<file path="src/rtl/ks_note_sequencer.sv">
// Step sequencer for the Karplus-Strong voice: walks a small period table at a
// programmable tempo, presenting each step's period and a stretched pluck pulse.
module ks_note_sequencer #(
    parameter int NUM_STEPS    = 8,
    parameter int STEP_AW      = 3,
    parameter int DATA_WIDTH   = 8,
    parameter int TEMPO_WIDTH  = 12,
    parameter int PLUCK_CYCLES = 4
) (
    input  logic                   clk_i,
    input  logic                   rst_ni,
    input  logic                   run_i,
    input  logic [TEMPO_WIDTH-1:0] tempo_i,
    input  logic [STEP_AW-1:0]     length_i,
    input  logic                   wr_en_i,
    input  logic [STEP_AW-1:0]     wr_addr_i,
    input  logic [DATA_WIDTH-1:0]  wr_data_i,
    output logic                   pluck_o,
    output logic [DATA_WIDTH-1:0]  period_o,
    output logic [STEP_AW-1:0]     step_o,
    output logic                   playing_o
);

    localparam int PCW = $clog2(PLUCK_CYCLES + 1);

    typedef enum logic [0:0] {
        ST_IDLE = 1'b0,
        ST_PLAY = 1'b1
    } state_e;

    state_e                  state_q, state_d;
    logic [TEMPO_WIDTH-1:0]  tick_q, tick_d;
    logic [STEP_AW-1:0]      step_q, step_d, fire_step_s;
    logic [DATA_WIDTH-1:0]   period_q, period_d, entry_s;
    logic [PCW-1:0]          pcnt_q, pcnt_d;
    logic                    pluck_q, pluck_d;
    logic                    playing_q, playing_d;
    logic                    fire_s;
    logic [DATA_WIDTH-1:0]   table_q [NUM_STEPS];
    logic [DATA_WIDTH-1:0]   table_d [NUM_STEPS];

    // Sequencing FSM: tempo tick, step advance, fire handling and pluck counter
    always_comb begin
        state_d     = state_q;
        tick_d      = tick_q;
        step_d      = step_q;
        period_d    = period_q;
        fire_s      = 1'b0;
        fire_step_s = '0;
        if (pcnt_q != '0) begin
            pcnt_d = pcnt_q - PCW'(1);
        end else begin
            pcnt_d = '0;
        end

        case (state_q)
            ST_IDLE: begin
                tick_d = '0;
                step_d = '0;
                pcnt_d = '0;
                if (run_i) begin
                    state_d = ST_PLAY;
                    fire_s  = 1'b1;
                end else begin
                    state_d = ST_IDLE;
                end
            end
            ST_PLAY: begin
                // stop wins over a fire landing on the same edge
                if (!run_i) begin
                    state_d = ST_IDLE;
                    tick_d  = '0;
                    step_d  = '0;
                    pcnt_d  = '0;
                end else if (tick_q == tempo_i) begin
                    tick_d      = '0;
                    fire_s      = 1'b1;
                    fire_step_s = (step_q >= length_i) ? '0 : step_q + STEP_AW'(1);
                    step_d      = fire_step_s;
                end else begin
                    tick_d = tick_q + TEMPO_WIDTH'(1);
                end
            end
            default: begin
                state_d = ST_IDLE;
                tick_d  = '0;
                step_d  = '0;
                pcnt_d  = '0;
            end
        endcase

        // table_q is the pre-write value, so a coincident write lands next lap
        entry_s = table_q[fire_step_s];
        if (fire_s && (entry_s != '0)) begin
            period_d = entry_s;
            pcnt_d   = PCW'(PLUCK_CYCLES);
        end else begin
            period_d = period_q;
        end

        pluck_d   = (pcnt_d != '0);
        playing_d = (state_d == ST_PLAY);
    end

    // Step table write port
    always_comb begin
        for (int i = 0; i < NUM_STEPS; i++) begin
            table_d[i] = (wr_en_i && (wr_addr_i == STEP_AW'(i))) ? wr_data_i : table_q[i];
        end
    end

    // State and output registers
    always_ff @(posedge clk_i or negedge rst_ni) begin
        if (!rst_ni) begin
            state_q   <= ST_IDLE;
            tick_q    <= '0;
            step_q    <= '0;
            period_q  <= '0;
            pcnt_q    <= '0;
            pluck_q   <= 1'b0;
            playing_q <= 1'b0;
            for (int i = 0; i < NUM_STEPS; i++) begin
                table_q[i] <= '0;
            end
        end else begin
            state_q   <= state_d;
            tick_q    <= tick_d;
            step_q    <= step_d;
            period_q  <= period_d;
            pcnt_q    <= pcnt_d;
            pluck_q   <= pluck_d;
            playing_q <= playing_d;
            for (int i = 0; i < NUM_STEPS; i++) begin
                table_q[i] <= table_d[i];
            end
        end
    end

    assign pluck_o   = pluck_q;
    assign period_o  = period_q;
    assign step_o    = step_q;
    assign playing_o = playing_q;

endmodule

</file>
<file path="config.mk">
export PLATFORM = sky130hd
export DESIGN_NAME = ks_note_sequencer
export DESIGN_NICKNAME = d
export VERILOG_FILES = /design/src/rtl/ks_note_sequencer.sv
export SDC_FILE = /design/constraint.sdc
export NUM_CORES = 1
export LEC_CHECK = 0
export CELL_PAD_IN_SITES_DETAIL_PLACEMENT = 1
export CELL_PAD_IN_SITES_GLOBAL_PLACEMENT = 2
export CORE_ASPECT_RATIO = 0.9
export CORE_MARGIN = 2
export CORE_UTILIZATION = 35
export DETAILED_ROUTE_END_ITERATION = 10
export PLACE_DENSITY = 0.74
export SYNTH_ARGS = -nofsm -noshare
export SYNTH_HDL_FRONTEND = slang
export SYNTH_SLANG_ARGS = --single-unit
</file>
<file path="constraint.sdc">
create_clock -name clk_i -period 6 [get_ports clk_i]
set_input_delay 0.9 -clock clk_i [delete_from_list [all_inputs] [get_ports clk_i]]
set_output_delay 0.9 -clock clk_i [all_outputs]
set_load 0.05 [all_outputs]
</file>
==> impl_metrics.yaml, run 1 <==
finish:
  multi_input_area_um2: 2192
  final_layout_size_suffix_gt1_frac: 0.2304
  final_nets: 479
  final_util: 0.4332
  diodes: 0
  area_growth_pct: 20.03
  finalInstanceArea_um2: 5518
  num-fill-cells: 1349
  final_common_cell: "dfrtp_1"
  mostFrequentLayoutCells: "dfrtp_1 (92), mux2_2 (69), clkdlybuf4s50_1 (41), nor2_1 (28), nand2_1 (22)"
  regArea_um2: 2302
power_and_ir_drop:
  power_density_nw_per_um2: 310.1
  p_comb_frac: 0.203
  swShare: 0.2774
  intPower_mw: 1.237
  p_switching_mw: 0.4747
  pwr-share-seq: 0.464
  p_leak_nw: 2.282
  clkPwrFrac: 0.332
  irDropWorstVdd_v: 0.0001352
min_path:
  min_from: "period_o[4]"
  hold_path.class: "reg -> reg"
  whs_path_depth: 1
  min_to: "period_o[4]"
worst_setup_path:
  critPathCaptureType: "flop"
  required_ns: 6.27
  crit_fanout: 24
  r2r-end: "pcnt_q[1]"
  r2r_setup_slack_ns: 1.83
  path_class: "reg -> reg"
  r2r_start: "step_o[0]"
  reg2reg_depth: 12
  worstPathArrival_ns: 4.44
  cp-start-kind: "flop"
yosys:
  synth-xor-area-share: 0.04573
  muxShareOfSynthArea: 0.1862
  yosysUniqueCellTypes: 56
  synth_edf_count: 0
  synth_fa_ha_area_frac: 0.01905
  ys.flop_type: "dfrtp_1"
  netlist_instances: 396
  synthesis.area_um2: 4597
  synthArstFlopShare: 1.000
  yosys.area_share.simple: 0.1247
  avgSynthCellArea_um2: 11.61
  synth_seq_cells: 92
  seq_area_frac_synth: 0.5008
  synth_area_leaders: "dfrtp_1 (50%), mux2_2 (17%), xnor2_1 (3.2%)"
  synth_top_family_by_area: "multiplexers"
  synth_compound_area_frac: 0.09907
  synth_top_area_share: 0.5008
  syn-num-nets: 433
  yosys.area.top_type: "dfrtp_1"
  yosysWarnings: 0
drt:
  drtIter0Drc: 132
  routed_wl_um: 11820
  drc: 0
  wl_per_cell_um: 19.34
  vias_per_cell: 5.437
  ant_nets: 0
  drt_pass1_iterations: 4
  num_vias: 3322
grt:
  grt_max_degree: 50
  antenna_found_initial: 0
  grt_usage: 0.1791
  grt_pass1_wl_um: 19630
  grt_pass1_vias: 3436
  gr-total-overflow: 0
cts:
  htreeDepth: 3
  clk_latency_ns: 0.35
  cts_made_buffers: 9
  clockRootBuffer: "clkbuf_16"
  cts_setup_buffers: 0
  cts_tree: "built"
  path_clk_slew_ns: 0.06
  cts_resized: 0
  cts_hold_buffers: 0
  cts_buffer_depth: 2
  clock-sinks: 92
place:
  postPlaceCellArea_um2: 5223
  io_buffers: 42
  place_hpwl_um: 8480
  gp_congestion: 0.8217
timing:
  period_share: 0.6952
  fin_tns_setup_ns: 0
  clock_skew_ns: 0.008652
  hold_violations: 0
  max_freq_ghz: 0.2397
  rsz0062_at_grt: "no"
  maxSlewHeadroom: 0.3652
  setup_violations: 0
  period_minus_slack_ns: 4.171
  slew_violations: 0
  holdWs_ns: 0.4791
  worstMarginPinSlew_ns: 0.9480
outcome:
  status: "finished clean"
floorplanning:
  io_pins: 43
  die_h_um: 112.7
  rows: 39
  initial_core_util: 0.3609
  die_area_um2: 14070
  die_w_um: 124.8
  core_um2: 12740
run:
  drv_cap: 0
[power groups by stage]
stage | clock [mW] | combinational [mW] | sequential (mW)
finish | 0.569 | 0.348 | 0.795
global route | 0.609 | 0.378 | 0.810
CTS | 0.587 | 0.353 | 0.795
detailed placement | 0 | 0.351 | 0.805
global placement | 0 | 0.342 | 0.800
floorplan | 0 | 0.187 | 0.839
[cell type report]
class	count	area share
sequential	92	0.4172
multi-input combinational	275	0.3973
timing repair buffer	48	0.08390
clock buffer	12	0.04467
tap	164	0.03719
inverter	16	0.01088
clock inverter	4	0.008844
[how the worst max path moves through the flow]
stage / from / endpoint / slack [ns]
after CTS: step_o[0] / pcnt_q[1] / 1.81
after floorplan: step_o[0] / period_o[3] / 2.45
after global placement: length_i[1] / period_o[5] / 1.74
after detailed placement: length_i[1] / pcnt_q[1] / 1.61
after global routing: step_o[0] / pcnt_q[1] / 1.44
final: step_o[0] / pcnt_q[1] / 1.83
[cell families (layout without fill, tap and decap cells)]
family,after synthesis,in the layout
DFF,92,92
muxes,74,74
and+or+nand+nor,105,105
xor gates and xnor gates,24,24
buffers and inverters,29,80
AOI/OAI and AO/OA,65,65
adders and majority gates,7,7
[cells in the mapped netlist (all sizes together), types with 5 or more instances]
cell    instances
dfrtp          92
mux2           69
nor2           28
nand2          22
o21ai          17
xnor2          17
inv            15
nand3          13
clkbuf          9
a21oi           8
ha              7
xor2            7
nor3            6
nand4           5
nor4            5
o211ai          5
[sequential cells by signal, indices dropped and copies added (netlist names)]
register / cells
table_q: 64
tick_q: 12
period_o: 8
pcnt_q: 3
step_o: 3
playing_o: 1
pluck_o: 1
[through the flow]
step                cells  setup slack, ns  power (mW)
detailed placement    595            1.608       1.157
global route          611            1.442       1.798
finish                611            1.829       1.711
CTS                   611            1.809       1.734
global placement      595            1.741       1.142
floorplan             396            2.446       1.026
[metal layers]
metal,vias up,part of all wire,track usage
met3,12,0.036,0.03310
met2,52,0.44,0.2710
met1,1715,0.51,0.2636
met5,-,0,0
li1,1543,-,-
met4,0,0.013,0.05243
[worst max-delay path: stages (launching register included)]
cell,delay [ns]
dfrtp_1,0.32
buf_4,0.31
clkinv_1,0.36
ha_1,0.40
nor3b_2,0.28
o21ai_1,0.15
nor4_2,0.65
buf_4,0.30
nand2_1,0.13
a2111oi_2,0.41
o21a_1,0.26
a41o_1,0.32
nor3b_2,0.19
Note: power is estimated with default switching activity, not from simulation.
==> run 2, diff against run 1 <==
==> constraint.sdc (replaced) <==
create_clock -name clk_i -period 3.88 [get_ports clk_i]
set_input_delay 0.582 -clock clk_i [delete_from_list [all_inputs] [get_ports clk_i]]
set_output_delay 0.582 -clock clk_i [all_outputs]
set_load 0.05 [all_outputs]
==> run 2 against run 1 <==
Register-to-register slack lost 1.1 ns; combinational power rose by 55%; cell area grew 2.0%; global-route usage grew 0.30 points; largest cell class unchanged; setup slack worse by 1.3 ns; critical path type is now in -> reg.
==> impl_metrics.yaml, run 2 (synthesis results as in run 1) <==
drt:
  drtIter0Drc: 175
  met3_length_um: 520
  num_vias: 3346
  ant_nets: 0
  routed_wl_um: 12030
  wl_per_cell_um: 19.30
  wl_met1_um: 5844
  drt_pass1_iterations: 4
  top_layer_used: "met4"
  routed-wl-met2_um: 5481
  drc: 0
  vias_per_cell: 5.371
timing:
  slew_violations: 0
  fin_tns_setup_ns: 0
  period_minus_slack_ns: 3.355
  hold_violations: 0
  clock_skew_ns: 0.004850
  worstMarginPinSlew_ns: 0.6648
  period_share: 0.8647
  max_freq_ghz: 0.2981
  setup_violations: 0
  rsz0062_at_grt: "no"
  fin_ws_ns: 0.5250
  maxSlewHeadroom: 0.5545
  holdWs_ns: 0.2778
worst_setup_path:
  required_ns: 4.15
  crit_top_cell: "nor3b_2"
  r2r_setup_slack_ns: 0.68
  reg2reg_depth: 10
  path_class: "in -> reg"
  r2r_start: "step_o[0]"
  cp_cell_sequence: "clkdlybuf4s50_1 > ha_1 > nor3b_2 > o21ai_1 > or4_1 > a2111oi_2 > nor3_1 > mux2i_2 > a41o_1 > nor3b_2"
  critPathMaxStageDelay_ns: 0.60
  crit_fanout: 8
  crit_slowest_cell: "or4_1"
  critPathCaptureType: "flop"
  crit_path_start: "length_i[0]"
  r2r-end: "pcnt_q[1]"
  worstPathArrival_ns: 3.62
  cp-start-kind: "input port"
cts:
  clockRootBuffer: "clkbuf_16"
  path_clk_slew_ns: 0.06
  htreeDepth: 3
  cts_hold_buffers: 0
  cts_setup_buffers: 0
  cts_buffer_depth: 2
  clock-sinks: 92
  cts_resized: 0
  cts_tree: "built"
  clk_latency_ns: 0.34
  cts_made_buffers: 9
finish:
  mostFrequentLayoutCells: "dfrtp_1 (92), mux2_2 (69), clkdlybuf4s50_1 (41), nor2_1 (28), nand2_1 (22)"
  final_layout_size_suffix_gt1_frac: 0.2484
  final_nets: 492
  largest_register: "table_q"
  largest_reg_flops: 64
  final_common_cell: "dfrtp_1"
  area_growth_pct: 22.40
  diodes: 0
run:
  drv_cap: 0
floorplanning:
  die_h_um: 112.7
  die_area_um2: 14070
  rows: 39
  die_w_um: 124.8
  io_pins: 43
  initial_core_util: 0.3609
  core_um2: 12740
grt:
  grt_pass1_wl_um: 19840
  grt_max_degree: 53
  grt_pass1_vias: 3546
  antenna_found_initial: 0
  grt_usage: 0.1821
  gr-total-overflow: 0
place:
  io_buffers: 42
  place_ws_ns: 0.1705
  place_hpwl_um: 8784
  gp_congestion: 0.8117
power_and_ir_drop:
  power_density_nw_per_um2: 481.8
  irDropWorstVdd_v: 0.0001824
  p_leak_nw: 2.352
outcome:
  status: "finished clean"
min_path:
  hold_path.class: "in -> async"
-- run 2: cell count changes in the layout (fill, tap and decap cells not counted) --
cell,previous run,this run
bufinv_16,1,2
nor3b_1,0,2
clkbuf_1,2,1
clkinv_2,2,1
nor3b_2,4,2
buf_4,7,20
-- run 2: how the worst max path moves through the flow --
stage	to	depth (start not counted)
floorplan	period_o[3]	12
detailed placement	period_o[5]	10
finish	pcnt_q[1]	10
global placement	period_o[5]	11
global route	pcnt_q[1]	10
CTS	pcnt_q[1]	10
-- run 2: layer usage --
layer	global-route usage	vias to the layer above
li1	-	1557
met1	0.2597	1728
met2	0.2765	49
met3	0.04823	12
met4	0.04869	0
met5	0	-
-- run 2: area by class of cell --
class / instances / area [um2]
multi-input cells: 275 / 2182
inverters: 16 / 60.06
flip-flops and latches: 92 / 2302
repair buffers: 61 / 560.5
well taps: 164 / 205.2
clock buffers: 11 / 242.7
clock inverters: 4 / 73.82
fillers: 1350 / 7109
-- run 2: metrics by stage --
stage | area [um2] | std cells | utilization | total power [mW]
after global routing | 5627 | 623 | 0.4418 | 2.858
after floorplan | 4597 | 396 | - | 1.587
after CTS | 5627 | 623 | 0.4418 | 2.750
final | 5627 | 623 | 0.4418 | 2.711
after detailed placement | 5310 | 608 | 0.4169 | 1.793
after global placement | 5310 | 608 | 0.4169 | 1.769
-- run 2: worst max-delay path: cells and delay by family --
| kind | cells | cell delay [ns] |
|---|---|---|
| AO/OA/AOI/OAI | 3 | 0.84 |
| adder cells (fa/ha/maj) | 1 | 0.31 |
| buffers and inverters | 1 | 0.41 |
| multiplexers | 1 | 0.30 |
| AND/OR/NAND/NOR | 4 | 1.18 |
-- run 2: where the power goes --
group          switching, mW  leakage, nW  internal, mW
clock                  0.361        0.156         0.579
combinational          0.270         1.05         0.268
sequential             0.101         1.14          1.13
==> RTL change (flow settings as in run 2) <==
The output `pluck_o` loses its register stage (`pluck_q` becomes a continuous assignment).
--- a/src/rtl/ks_note_sequencer.sv
+++ b/src/rtl/ks_note_sequencer.sv
@@ -118,5 +118,4 @@
             period_q  <= '0;
             pcnt_q    <= '0;
-            pluck_q   <= 1'b0;
             playing_q <= 1'b0;
             for (int i = 0; i < NUM_STEPS; i++) begin
@@ -129,5 +128,4 @@
             period_q  <= period_d;
             pcnt_q    <= pcnt_d;
-            pluck_q   <= pluck_d;
             playing_q <= playing_d;
             for (int i = 0; i < NUM_STEPS; i++) begin
@@ -136,4 +134,6 @@
         end
     end
+
+    assign pluck_q = pluck_d;
 
     assign pluck_o   = pluck_q;
Check against the original RTL: not equivalent (Yosys sat finds a counterexample within 4 cycles, from zero or initial values and one cycle with rst_ni low).
==> RTL change against run 2 <==
Design area is 4.7% higher; clock skew is 3.5 ps higher; sequential power is essentially flat; sequential cell count is 1 lower; setup slack worse by 510 ps; largest cell class is now multi-input combinational cells; area after synthesis fell by 0.54%; routed wire length rose by 2.2%; power decreased by 4.1%.
==> RTL change: results (changes against run 2) <==
status=completed (unchanged); post-detail-place hpwl=8.89 mm (was 8.78 mm); sequential area share after synthesis=49.8% (was 50.1%); NetSw=744 uW (was 732 uW); vias=3402 (was 3346); Total GRT Usage=18.4% (was 18.2%); post-synthesis area per instance=11.6 um^2 (about the same); first-pass GRT wire length=20.2 mm (was 19.8 mm); reg2reg start=step_o[0] (unchanged); largest net degree at the start of global routing=59 (was 53); share of post-route cells with drive strength above 1=33.3% (was 24.8%); placer congestion estimate=0.807 (was 0.812); Slowest cell on crit path=clkdlybuf4s50_1 (was or4_1); crit path launch=tempo_i[11] (was length_i[0]); Layout Skew=8.33 ps (was 4.85 ps); critical path data arrival time=3280 ps (was 3620 ps); Wirelength per Cell=19.0 um (was 19.3 um); Port Buffers=42 (unchanged); 1st-iter DRT viols=128 (was 175); Top reg by flops=table_q (unchanged); syn nets=432 (was 433); VDD IR-drop max=0.000204 V (was 0.000182 V); Placed Cells=628 (was 608); vias in the first global route=3723 (was 3546); Worst Path Max Fanout=7 (was 8); r2r worst-path depth=13 (was 10); top cells by count, synth=dfrtp_1, mux2_2, nor2_1, nand2_1, xnor2_1 (unchanged); endpoints failing setup=0 (unchanged); Skew-Pair Late Insertion Delay=350 ps; DP Area=5470 um^2 (was 5310 um^2); Leak Pwr=2.48 nW (was 2.35 nW); Ant. Diodes=0 (unchanged); routed wire length=12.3 mm (was 12.0 mm); Final #Nets=519 (was 492)
==> RTL change: power groups by stage <==
stage / Sequential (mW) / Clock (mW) / Combinational (mW)
finish: 1.23 / 0.771 / 0.603
global route: 1.25 / 0.834 / 0.652
CTS: 1.22 / 0.797 / 0.605
global placement: 1.23 / 0 / 0.571
floorplan: 1.28 / 0 / 0.301
detailed placement: 1.24 / 0 / 0.590
==> RTL change: how the worst max path moves through the flow <==
| stage | to | slack, ps | depth (start not counted) |
|---|---|---|---|
| final | pluck_o | 20 | 12 |
| after global routing | pluck_o | -110 | 13 |
| after CTS | pluck_o | 10 | 13 |
| after detailed placement | pluck_o | -270 | 12 |
| after global placement | pluck_o | -170 | 12 |
| after floorplan | pluck_o | 50 | 12 |
==> RTL change: layout make-up <==
cell class | instances | area [um^2]
flip-flops and latches | 91 | 2280
multi-input cells | 275 | 2320
fillers | 1366 | 6840
inverters | 16 | 62.6
clock buffers | 10 | 229
repair buffers | 89 | 781
clock inverters | 3 | 18.8
well taps | 164 | 205
==> RTL change: repair_timing <==
item	CTS	global route
pin swaps	14	6
setup buffers	5	2
gates resized for setup	25	7
endpoints found under the setup margin	1	1
==> RTL change: kinds of logic (layout without fill, tap and decap cells) <==
kind of cell             after synthesis  in the layout  share of synthesized area [%]
AND/OR/NAND/NOR                      105            105                           12.5
multiplexers                          74             74                           18.7
adder cells (fa/ha/maj)                7              7                           1.92
XOR/XNOR                              24             24                           4.60
buffers and inverters                 29            118                           2.46
AO/OA/AOI/OAI                         65             65                           9.96
flip-flops                            91             91                           49.8
==> RTL change: layer usage <==
| metal | track usage, % | vias to the layer above | share of wire (%) |
|---|---|---|---|
| li1 | - | 1613 | - |
| met1 | 25.1 | 1735 | 49 |
| met2 | 30.0 | 42 | 47 |
| met3 | 3.53 | 12 | 2.8 |
| met4 | 5.17 | 0 | 1.2 |
| met5 | 0 | - | 0 |
==> RTL change: stage by stage <==
| stage | hold WS (ps) | setup WS [ps] |
|---|---|---|
| after floorplan | 286 | 45.9 |
| after global placement | 464 | -166 |
| after detailed placement | 480 | -271 |
| after CTS | 347 | 14.6 |
| after global routing | 361 | -109 |
| final | 309 | 16.7 |
